===== src/rtl/sseg_pkg.sv =====
// Shared seven-segment definitions: active-low {g..a} glyph patterns,
// scan decoder state encoding and pattern/anode helper functions.
package sseg_pkg;

   localparam logic [6:0] SEG_0 = 7'h40;
   localparam logic [6:0] SEG_1 = 7'h79;
   localparam logic [6:0] SEG_2 = 7'h24;
   localparam logic [6:0] SEG_3 = 7'h30;
   localparam logic [6:0] SEG_4 = 7'h19;
   localparam logic [6:0] SEG_5 = 7'h12;
   localparam logic [6:0] SEG_6 = 7'h02;
   localparam logic [6:0] SEG_7 = 7'h78;
   localparam logic [6:0] SEG_8 = 7'h00;
   localparam logic [6:0] SEG_9 = 7'h10;
   localparam logic [6:0] SEG_A = 7'h08;
   localparam logic [6:0] SEG_B = 7'h03;
   localparam logic [6:0] SEG_C = 7'h46;
   localparam logic [6:0] SEG_D = 7'h21;
   localparam logic [6:0] SEG_E = 7'h06;
   localparam logic [6:0] SEG_F = 7'h0E;

   typedef enum logic [1:0] {
      ST_WAIT     = 2'd0,
      ST_SETTLING = 2'd1,
      ST_HOLD     = 2'd2
   } scan_state_t;

   typedef struct packed {
      logic       ok;
      logic [3:0] nib;
   } seg_dec_t;

   function automatic seg_dec_t seg_decode(input logic [6:0] pat);
      seg_dec_t d;
      d.ok  = 1'b1;
      d.nib = 4'h0;
      case (pat)
         SEG_0:   d.nib = 4'h0;
         SEG_1:   d.nib = 4'h1;
         SEG_2:   d.nib = 4'h2;
         SEG_3:   d.nib = 4'h3;
         SEG_4:   d.nib = 4'h4;
         SEG_5:   d.nib = 4'h5;
         SEG_6:   d.nib = 4'h6;
         SEG_7:   d.nib = 4'h7;
         SEG_8:   d.nib = 4'h8;
         SEG_9:   d.nib = 4'h9;
         SEG_A:   d.nib = 4'hA;
         SEG_B:   d.nib = 4'hB;
         SEG_C:   d.nib = 4'hC;
         SEG_D:   d.nib = 4'hD;
         SEG_E:   d.nib = 4'hE;
         SEG_F:   d.nib = 4'hF;
         default: d.ok  = 1'b0;
      endcase
      return d;
   endfunction

   // Inverse mapping for the display driver side.
   function automatic logic [6:0] seg_encode(input logic [3:0] nib);
      logic [6:0] p;
      case (nib)
         4'h0: p = SEG_0;
         4'h1: p = SEG_1;
         4'h2: p = SEG_2;
         4'h3: p = SEG_3;
         4'h4: p = SEG_4;
         4'h5: p = SEG_5;
         4'h6: p = SEG_6;
         4'h7: p = SEG_7;
         4'h8: p = SEG_8;
         4'h9: p = SEG_9;
         4'hA: p = SEG_A;
         4'hB: p = SEG_B;
         4'hC: p = SEG_C;
         4'hD: p = SEG_D;
         4'hE: p = SEG_E;
         default: p = SEG_F;
      endcase
      return p;
   endfunction

   function automatic logic an_onehot_low(input logic [3:0] an);
      logic r;
      case (an)
         4'b1110, 4'b1101, 4'b1011, 4'b0111: r = 1'b1;
         default:                            r = 1'b0;
      endcase
      return r;
   endfunction

   function automatic logic [1:0] an_slot(input logic [3:0] an);
      logic [1:0] s;
      case (an)
         4'b1101: s = 2'd1;
         4'b1011: s = 2'd2;
         4'b0111: s = 2'd3;
         default: s = 2'd0;
      endcase
      return s;
   endfunction

endpackage


===== src/rtl/sseg_pattern_decode.sv =====
// Combinational seven-segment pattern to hex nibble decode with a
// flag for patterns that are not one of the sixteen hex glyphs.
module sseg_pattern_decode
   import sseg_pkg::*;
(
   input  logic [6:0] pat,
   output logic [3:0] nib,
   output logic       ok
);

   seg_dec_t dec;

   assign dec = seg_decode(pat);
   assign nib = dec.nib;
   assign ok  = dec.ok;

endmodule


===== src/rtl/sseg_scan_decoder.sv =====
// Recovers a 16-bit hex word by watching a multiplexed, active-low
// four-digit seven-segment display bus (anodes + segments).
//
// state       | meaning
// ------------+--------------------------------------------------------
// ST_WAIT     | anodes not exactly one-low, nothing to sample
// ST_SETTLING | one digit active, counting stable cycles before sampling
// ST_HOLD     | digit sampled, waiting for the anodes to move on
module sseg_scan_decoder
   import sseg_pkg::*;
#(
   parameter int unsigned SETTLE        = 4,
   parameter int unsigned FRAME_TIMEOUT = 400000
) (
   input  logic        clk,
   input  logic        reset,
   input  logic [3:0]  an,
   input  logic [6:0]  sseg,
   output logic [15:0] value,
   output logic        valid,
   output logic        seg_err,
   output logic        timeout,
   output logic [3:0]  digit_mask
);

   localparam logic [7:0]  SETTLE_LAST = 8'(SETTLE - 1);
   localparam logic [23:0] FRAME_LAST  = 24'(FRAME_TIMEOUT - 1);

   scan_state_t state, state_nxt;

   logic [3:0]  an_q, an_p;
   logic [6:0]  sseg_q, sseg_p;
   logic [7:0]  settle_cnt;
   logic [23:0] frame_cnt;
   logic [15:0] frame_buf;

   logic       onehot, an_changed, changed;
   logic       cnt_load, cnt_inc, sample;
   logic [3:0] dec_nib;
   logic       dec_ok;
   logic       sample_ok, frame_done, frame_expire;
   logic [1:0] slot;

   // Two register stages: the first is the only synchroniser on the
   // external bus, the second gives the previous cycle for change detect.
   always_ff @(posedge clk or posedge reset) begin
      if (reset) begin
         an_q   <= 4'hF;
         an_p   <= 4'hF;
         sseg_q <= 7'h7F;
         sseg_p <= 7'h7F;
      end else begin
         an_q   <= an;
         an_p   <= an_q;
         sseg_q <= sseg;
         sseg_p <= sseg_q;
      end
   end

   assign onehot     = an_onehot_low(an_q);
   assign an_changed = (an_q != an_p);
   assign changed    = an_changed || (sseg_q != sseg_p);
   assign slot       = an_slot(an_q);

   sseg_pattern_decode u_decode (
      .pat (sseg_q),
      .nib (dec_nib),
      .ok  (dec_ok)
   );

   always_ff @(posedge clk or posedge reset) begin
      if (reset) state <= ST_WAIT;
      else       state <= state_nxt;
   end

   always_comb begin
      state_nxt = state;
      case (state)
         ST_WAIT: begin
            if (onehot) state_nxt = ST_SETTLING;
         end
         ST_SETTLING: begin
            if (!onehot)                         state_nxt = ST_WAIT;
            else if (!changed && settle_cnt == SETTLE_LAST) state_nxt = ST_HOLD;
         end
         ST_HOLD: begin
            if (an_changed) state_nxt = onehot ? ST_SETTLING : ST_WAIT;
         end
         default: state_nxt = ST_WAIT;
      endcase
   end

   always_comb begin
      cnt_load = 1'b0;
      cnt_inc  = 1'b0;
      sample   = 1'b0;
      case (state)
         ST_WAIT:     cnt_load = onehot;
         ST_SETTLING: begin
            if (onehot) begin
               if (changed)                         cnt_load = 1'b1;
               else if (settle_cnt == SETTLE_LAST)  sample   = 1'b1;
               else                                 cnt_inc  = 1'b1;
            end
         end
         ST_HOLD:     cnt_load = an_changed && onehot;
         default:     ;
      endcase
   end

   always_ff @(posedge clk or posedge reset) begin
      if (reset)         settle_cnt <= 8'd0;
      else if (cnt_load) settle_cnt <= 8'd0;
      else if (cnt_inc)  settle_cnt <= settle_cnt + 8'd1;
   end

   assign sample_ok    = sample && dec_ok;
   assign frame_done   = (digit_mask == 4'hF);
   assign frame_expire = (digit_mask != 4'h0) && (frame_cnt == FRAME_LAST);

   // A full mask is shown for one cycle, then published and cleared;
   // no sample can land in that cycle because the FSM is in HOLD.
   always_ff @(posedge clk or posedge reset) begin
      if (reset) begin
         frame_buf  <= 16'h0000;
         digit_mask <= 4'h0;
         frame_cnt  <= 24'd0;
         value      <= 16'h0000;
         valid      <= 1'b0;
         seg_err    <= 1'b0;
         timeout    <= 1'b0;
      end else begin
         valid   <= 1'b0;
         timeout <= 1'b0;
         seg_err <= sample && !dec_ok;

         if (digit_mask == 4'h0 || frame_done || frame_expire)
            frame_cnt <= 24'd0;
         else
            frame_cnt <= frame_cnt + 24'd1;

         if (frame_done) begin
            value      <= frame_buf;
            valid      <= 1'b1;
            digit_mask <= 4'h0;
         end else if (sample_ok) begin
            frame_buf[{slot, 2'b00} +: 4] <= dec_nib;
            digit_mask[slot]              <= 1'b1;
         end else if (frame_expire) begin
            digit_mask <= 4'h0;
            timeout    <= 1'b1;
         end
      end
   end

endmodule


===== config.mk =====
export PLATFORM = sky130hd
export DESIGN_NAME = sseg_scan_decoder
export DESIGN_NICKNAME = d
export VERILOG_FILES = /design/src/rtl/sseg_pkg.sv /design/src/rtl/sseg_pattern_decode.sv /design/src/rtl/sseg_scan_decoder.sv
export SDC_FILE = /design/constraint.sdc
export NUM_CORES = 1
export LEC_CHECK = 0
export CAP_MARGIN = 20
export CORE_MARGIN = 5
export CORE_UTILIZATION = 41
export DETAILED_ROUTE_END_ITERATION = 8
export SYNTH_ARGS = -nofsm -noshare
export SYNTH_HDL_FRONTEND = slang
export SYNTH_SLANG_ARGS = --single-unit
export TNS_END_PERCENT = 100

===== constraint.sdc =====
create_clock -name clk -period 4.4 [get_ports clk]
set_clock_uncertainty 0.2 [all_clocks]
set_input_delay 0.88 -clock clk [delete_from_list [all_inputs] [get_ports clk]]
set_output_delay 0.88 -clock clk [all_outputs]
set_load 0.005 [all_outputs]

-- Word-level counts from Yosys, hierarchy flattened
Cells that the tools add are included.
- register bits after elaboration: 95
- bits of input ports: 13
- logic and storage cells: 106
- $add $sub $neg: 3
- magnitude comparators: 2
- equality and inequality tests: 29
- shifts and indexed selects: 2
- mux-type cells: 34
- bitwise gates (word level): 2
- reductions and logical operators: 21
- operator list (kind ; number):
    $pmux 4 s15 ; 1
    $eq 7x7->1 const B ; 4
    $add 24x1->24 const B ; 1
    $eq 24x19->1 const B ; 1
    $mux 24 ; 1
    $eq 7x5->1 const B ; 3
    $eq 7x6->1 const B ; 3
    $mux 1 ; 18
    $bwmux 16 ; 1
    $eq 4x4->1 const B ; 4
    $mux 8 ; 2
    $reduce_or 16->1 ; 1
    $shift 4x6->16 const A ; 1
    $shiftx 4x6->16 ; 1
    $eq 7x2->1 const B ; 2
    $eq 7x4->1 const B ; 2
    $mux 4 ; 3
    $pmux 2 s3 ; 2
    $add 8x1->8 const B ; 1
    $eq 8x2->1 const B ; 1
    $mux 2 ; 4
    $eq 7x3->1 const B ; 1
    $logic_not 7->1 ; 1
    $ne 7x7->1 ; 1
    24 further kinds ; 33

-- Logic depth before layout (Yosys ltp)
Gate-level depths: netlist of run 1.
- depth in word-level cells: 9
- mapped depth: 7
- depth with buffers taken out: 7

-- Cells and area by module
From an unflattened synthesis of run 1, not the netlist that was laid out.
- cells, all modules: 462
- area total of the unflattened synthesis: 4624.4 um2
- modules (own cells, without submodules) (module ; instances ; cells an instance ; area each (um2) ; seq. area each (um2)):
    sseg_scan_decoder ; 1 ; 399 ; 4231.6 ; 2404.8
    sseg_pattern_decode ; 1 ; 63 ; 392.9 ; 0.0

-- Worst setup path after synthesis of run 1
OpenSTA, ideal clock, no wires.
- path type: register to register
- start: reg sseg_q[1]
- end: reg frame_buf[5]
- library setup time: 128 ps
- arrival time: 2028 ps
- required time: 4072 ps
- setup slack: 2044 ps
- cell stages (with the launch flop): 8
- path buffers: 1
- cells stage by stage: dfstp_2 buf_2 xnor2_1 nand4_1 nor3_2 and3_1 nand4_2 mux2_1
- word-level cells in the longest chain between the ends: 7
- elaborated cells between the ends (all ways): 28
- ends and longest elaborated chain (what ; line ; RTL):
    start, declared ; sseg_scan_decoder.sv:32 ; logic [6:0] sseg_q, sseg_p;
    start signal, assigned ; sseg_scan_decoder.sv:55 ; sseg_q <= sseg;
    branches (longest 7 deep; another with $shiftx 4x6->16) ; n/a ;
    end signal, assigned by index ; sseg_scan_decoder.sv:147 ; frame_buf[{slot, 2'b00} +: 4] <= dec_nib;
    end, declared ; sseg_scan_decoder.sv:35 ; logic [15:0] frame_buf;
Parallel ways; which one is timed is not known.
A chain may end at the register's enable or synchronous reset.

-- Final worst setup path of run 1
- start: reg sseg_q[3]
- end: reg frame_buf[0]
Same word-level chain as after synthesis.

==> results.ini, run 1 <==
[finish]
n_antenna_cell=0
layout-drive-gt1-share_pct=13.8
nets=488
area_growth_pct=15.2
fin_util_pct=47.9
nFillCells=1024

[sta]
hold_slack_ns=0.207
fmax_mhz=378
fin_tns_setup_ns=0
tightest_slew_ns=0.942
slew_headroom_pct=36.6
fin_crit_sh_pct=60.1
setup_viol=0
post-route-min-period_ns=2.64
finalHoldViolCount=0
rsz0062_at_grt=false
slew_viol_final=0

[drt]
ant_nets=0
drt-initial-drc-count=80
first_pass_iters=4
routedWlPerCell_um=13.5
post-route-drc-count=0
drt-total-wl_um=8230
vias=3103
viasPerCell=5.07

[clock_tree]
cts_sinks=95
postCtsSetupRepairBufs=0
cts_max_level=3
clk_pin_slew_ns=0.09
cts_tree=done
clkLatencyLatePin_ns=0.36
cts_hold_buf=0
cts.path.max_buffers=2
cts_buffers=9
ctsResizeCount=0
root_buffer=clkbuf_8

[setup_path]
r2r-end=frame_buf[0]$_DFFE_PP0P_
critPathMaxStageDelay_ns=0.67
worst_setup_path_end_kind=register
r2r_start=sseg_q[3]$_DFF_PP1_
rrSetupSlack_ns=1.76
cp.required_ns=4.45
critical_path.slowest_cell=dfstp_2
crit_arrival_ns=2.69
critPathKind=register to register
critPathMaxFanout=13
path_cells=or3b_1 > a2111oi_2 > a31oi_1 > nand4b_4 > nand4_2 > mux2_2
critPathLaunchType=register
reg2reg_depth=6

[power_and_ir_drop]
power_density_nw_per_um2=303
finalPower_mw=1.56
leakagePower_nw=2.27
peakVddDrop_uv=155

[floorplanning]
die_h_um=114
initial_core_util_pct=41.6
num_io_pins=36
core-area_um2=10700
row_count=38
fp.dieW_um=114
dieArea_um2=13100

[grt]
grt_pass1_vias=2996
grt_max_degree=56
grt-ovfl-total=0
track_usage_pct=13.7
antenna_found_initial=0
grt_pass1_wl_um=14400

[placed_design]
gp_congestion=0.788
place_hpwl_um=5800
portBuffers=35

[outcome]
status=finished, final reports clean

[min_path]
hp-start=an_q[2]$_DFF_PP1_
holdPathEnd=an_p[2]$_DFF_PP1_
hp-class=register to register
whs_path_depth=0

[yosys]
synthFlopType=dfrtp_1
synth.yosys.seq_area_share_pct=53.8
ys_warn_count=0
ys_types=52
synth.top_cells.by_area=dfrtp_1, dfstp_2, xnor2_1, nand2_1, nor2_1
synth_nets=453
synth_top_area_share_pct=40.9
synth.cell_area_um2=4470
async_flop_share_pct=100
synth_top_area_cell=dfrtp_1
avgSynthCellArea_um2=10.3
ys_seq_elements=95
synth_edf_count=0
synth_cells=432

[job]
cap_violations=0

[worst max-delay path, delay by kind of cell, from the launching register on]
family	cells	cell delay (ns)
muxes	1	0.33
AOI/OAI and AO/OA	2	0.49
and+or+nand+nor	3	0.83
DFF	1	0.67
[report_power, final]
part / internal, mW / switching (mW) / leakage (nW) / total, mW
clock network: 0.279 / 0.292 / 0.0936 / 0.570
registers: 0.892 / 0.0192 / 1.25 / 0.912
logic: 0.0350 / 0.0456 / 0.927 / 0.0806
[cell usage after synthesis (2+ instances only)]
library cell	instances
or2_2	3
o22ai_1	3
a21oi_1	6
xnor2_1	30
and2_1	2
nor3_1	4
nor2_1	61
nand4_2	4
ha_1	8
nand4_1	14
nand2b_1	3
xor2_1	15
and4_1	2
and3_1	11
nand3_1	17
buf_2	7
inv_1	13
a211oi_1	3
mux2_2	15
nor4_1	6
nand3b_1	3
a22oi_1	2
a31oi_1	3
o21ai_0	3
or3_1	2
nor4b_1	2
dfrtp_1	73
nand2_1	65
dfstp_2	22
nor2b_1	5
clkbuf_1	4
[state kept, by name, summed over array words and instances, names as in the netlist]
register	count
state	2
settle_cnt	8
an_q	4
digit_mask	4
timeout	1
frame_buf	16
frame_cnt	24
sseg_q	7
sseg_p	7
value	16
valid	1
an_p	4
seg_err	1
[metrics by stage]
stage               setup slack (ns)  instances  area, µm²
floorplan                      0.879        432       4470
global placement                1.79        596       4960
detailed placement              1.75        596       4960
CTS                             1.73        612       5150
global route                    1.57        612       5150
finish                          1.76        612       5150
[worst max-delay path by stage]
stage                        start  slack, ns  cells after the start                   endpoint
2_1_floorplan                reset       0.88                      1  digit_mask[0]$_DFFE_PP0P_
3_3_place_gp   sseg_q[3]$_DFF_PP1_       1.79                      6   frame_buf[0]$_DFFE_PP0P_
6_report       sseg_q[3]$_DFF_PP1_       1.76                      6   frame_buf[0]$_DFFE_PP0P_
4_1_cts        sseg_q[3]$_DFF_PP1_       1.73                      6   frame_buf[0]$_DFFE_PP0P_
3_5_place_dp   sseg_q[3]$_DFF_PP1_       1.75                      6   frame_buf[0]$_DFFE_PP0P_
5_1_grt        sseg_q[3]$_DFF_PP1_       1.57                      6  frame_buf[13]$_DFFE_PP0P_
[layer usage]
layer	share of wire, %	global-route usage, %	up-vias
li1	-	-	1535
met4	1.3	5.86	0
met5	0	0	-
met2	45	20.6	57
met3	4.4	2.43	10
met1	49	19.3	1501
[cell type report]
| type | count | area (µm²) | area share, % |
|---|---|---|---|
| repair buffers | 37 | 378 | 7.34 |
| flip-flops and latches | 95 | 2400 | 46.7 |
| multi-input cells | 310 | 1950 | 37.8 |
| clock buffers | 13 | 149 | 2.89 |
| clock inverters | 3 | 42.5 | 0.826 |
| inverters | 14 | 53.8 | 1.04 |
| well taps | 140 | 175 | 3.40 |
[layout by cell type (no fill, tap or decap), types with 2 or more instances in the layout]
| master | synthesis | routed |
|---|---|---|
| a31oi_1 | 3 | 3 |
| nand4_1 | 14 | 14 |
| a22oi_1 | 2 | 2 |
| clkdlybuf4s50_1 | 0 | 35 |
| nor3_1 | 4 | 4 |
| o22ai_1 | 3 | 3 |
| a21oi_1 | 6 | 6 |
| clkbuf_8 | 0 | 10 |
| and3_1 | 11 | 11 |
| nand2b_1 | 3 | 3 |
| dfrtp_1 | 73 | 73 |
| nand4_2 | 4 | 4 |
| clkbuf_1 | 4 | 3 |
| a211oi_1 | 3 | 3 |
| and2_1 | 2 | 2 |
| nor2b_1 | 5 | 5 |
| nand3_1 | 17 | 17 |
| clkinv_2 | 0 | 2 |
| and4_1 | 2 | 2 |
| nor4b_1 | 2 | 2 |
| ha_1 | 8 | 8 |
| xnor2_1 | 30 | 30 |
| nor2_1 | 61 | 61 |
| mux2_2 | 15 | 15 |
| nor4_1 | 6 | 6 |
| or2_2 | 3 | 3 |
| dfstp_2 | 22 | 22 |
| nand2_1 | 65 | 65 |
| or3_1 | 2 | 2 |
| inv_1 | 13 | 12 |
| o21ai_0 | 3 | 3 |
| xor2_1 | 15 | 15 |
| nand3b_1 | 3 | 3 |
[cells by family after synthesis]
group | count (synthesis) | share of synthesized area (%)
multiplexers | 17 | 4.26
AND/OR/NAND/NOR | 213 | 24.0
AO/OA/AOI/OAI | 27 | 4.20
XOR/XNOR | 45 | 8.82
buffers and inverters | 27 | 2.63
adder cells (fa/ha/maj) | 8 | 2.24
flip-flops | 95 | 53.8
Power figures use the tool's default switching activity.
==> run 2: changes to the inputs <==
==> constraint.sdc (replaced) <==
create_clock -name clk -period 2.4 [get_ports clk]
set_clock_uncertainty 0.2 [all_clocks]
set_input_delay 0.48 -clock clk [delete_from_list [all_inputs] [get_ports clk]]
set_output_delay 0.48 -clock clk [all_outputs]
set_load 0.005 [all_outputs]
==> results.ini, run 2 (synthesized netlist as in run 1, its figures left out) <==
[outcome]
status=finished, final reports clean

[clock_tree]
root_buffer=clkbuf_8
cts_hold_buf=0  ; unchanged
cts_sinks=95  ; unchanged
cts_tree=done
clkLatencyLatePin_ns=0.36  ; about the same
clk_pin_slew_ns=0.09  ; about the same
cts.path.max_buffers=2  ; unchanged
cts_max_level=3  ; unchanged
cts_buffers=9  ; unchanged

[setup_path]
cp.required_ns=2.45  ; -2.00 ns
worst_setup_path_end_kind=register
critPathKind=register to register
crit_arrival_ns=2.41  ; -0.28 ns
critPathLaunchType=register
critPathMaxFanout=6  ; -7
rrSetupSlack_ns=0.04  ; -1.72 ns

[floorplanning]
core-area_um2=10700  ; unchanged
num_io_pins=36  ; unchanged
row_count=38  ; unchanged
dieArea_um2=13100  ; unchanged
initial_core_util_pct=41.6  ; unchanged
die_h_um=114  ; unchanged
fp.dieW_um=114  ; unchanged

[grt]
grt_max_degree=96  ; +71%
grt_pass1_vias=3261  ; +8.8%
antenna_found_initial=0  ; unchanged
grt-ovfl-total=0  ; unchanged
grt_pass1_wl_um=15300  ; +6.2%
track_usage_pct=14.5  ; +0.81 points

[finish]
area_growth_pct=25.1
reg_top3=frame_cnt (24), frame_buf (16), value (16)
design_area_um2=5590  ; +8.6%
nets=522  ; +7.0%
n_antenna_cell=0  ; unchanged
fin_util_pct=52.0  ; +4.1 points
final_common_cell=dfrtp_1
final_cell_mix=dfrtp_1, nand2_1, nor2_1
nFillCells=994  ; -2.9%
largest_reg_flops=24  ; unchanged
regMostFlops=frame_cnt
layout-drive-gt1-share_pct=22.3  ; +8.6 points

[sta]
slew_headroom_pct=67.3  ; +31 points
rsz0062_at_grt=true
post-route-min-period_ns=2.36  ; -0.282 ns
hold_slack_ns=0.207  ; -0.000293 ns
fin_crit_sh_pct=98.4  ; +38 points
finalHoldViolCount=0  ; unchanged
setup_viol=0  ; unchanged
slew_viol_final=0  ; unchanged
fin_tns_setup_ns=0  ; unchanged
fmax_mhz=424  ; +12%
tightest_slew_ns=0.488  ; -0.454 ns

[drt]
drt-total-wl_um=8750  ; +6.2%
viasPerCell=5.03  ; -0.84%
ant_nets=0  ; unchanged
vias=3248  ; +4.7%
post-route-drc-count=0  ; unchanged
drt-initial-drc-count=132  ; +65%
first_pass_iters=5  ; +1
routedWlPerCell_um=13.5  ; +0.65%

[power_and_ir_drop]
peakVddDrop_uv=295  ; +91%
leakagePower_nw=2.42  ; +6.6%
finalPower_mw=3.12  ; +100%
power_density_nw_per_um2=558  ; +84%

[placed_design]
portBuffers=35  ; unchanged
place_hpwl_um=6030  ; +4.0%
gp_congestion=0.791  ; +0.39%
post_dp_cell_area_um2=5180  ; +4.4%

[min_path]
hp-class=register to register

[job]
cap_violations=0  ; unchanged

run 2: power by group:
part	total, mW	switching, mW	internal (mW)
combinational	0.203	0.111	0.0920
sequential	1.66	0.0214	1.64
clock	1.26	0.541	0.720
total	3.12	0.673	2.45
run 2: what timing repair did:
action,4_1_cts,5_1_grt
endpoints found under the setup margin,9,20
hold endpoints to repair,0,0
gates resized for setup,2,18
buffers inserted,0,7
pin swaps,1,7
run 2: per-stage QoR:
step / setup slack, ns / cells
floorplan: 0.0445 / 432
global placement: 0.0192 / 623
detailed placement: -0.0154 / 623
CTS: -0.0200 / 639
global route: -0.0493 / 646
finish: 0.0395 / 646
run 2: path summary, 6_finish.rpt:
| path | start | end | cells after the start |
|---|---|---|---|
| setup / recovery | sseg_q[0]$_DFF_PP1_ | frame_buf[5]$_DFFE_PP0P_ | 7 |
| hold / removal | an_q[0]$_DFF_PP1_ | an_p[0]$_DFF_PP1_ | 0 |
| setup reg to reg | sseg_q[0]$_DFF_PP1_ | frame_buf[5]$_DFFE_PP0P_ | 7 |
| hold reg to reg | an_q[0]$_DFF_PP1_ | an_p[0]$_DFF_PP1_ | 0 |
| max in group asynchronous | reset | sseg_q[4]$_DFF_PP1_ | 3 |
| min in group asynchronous | reset | settle_cnt[0]$_DFFE_PP0P_ | 3 |
run 2: cell type report:
type	count	area [µm²]	area share [%]
tap	140	175	3.13
multi-input combinational	310	2070	36.9
inverter	14	56.3	1.01
clock buffer	12	145	2.60
sequential	95	2400	43.0
timing repair buffer	71	649	11.6
clock inverter	4	95.1	1.70
run 2: metal layers:
layer / track usage, % / routed length [µm] / vias up
li1: - / - / 1600
met2: 22.7 / 4160 / 41
met4: 6.41 / 162 / 0
met1: 19.7 / 4150 / 1597
met3: 2.48 / 268 / 10
met5: 0 / 0 / -
run 2: critical path: stages, from the launching register on:
cell and delay (ns):
dfstp_2 0.59, buf_4 0.13, nand2_1 0.04, o41ai_1 0.31, a22o_1 0.27, nand4b_4 0.24, nand4_4 0.15, mux2_4 0.33
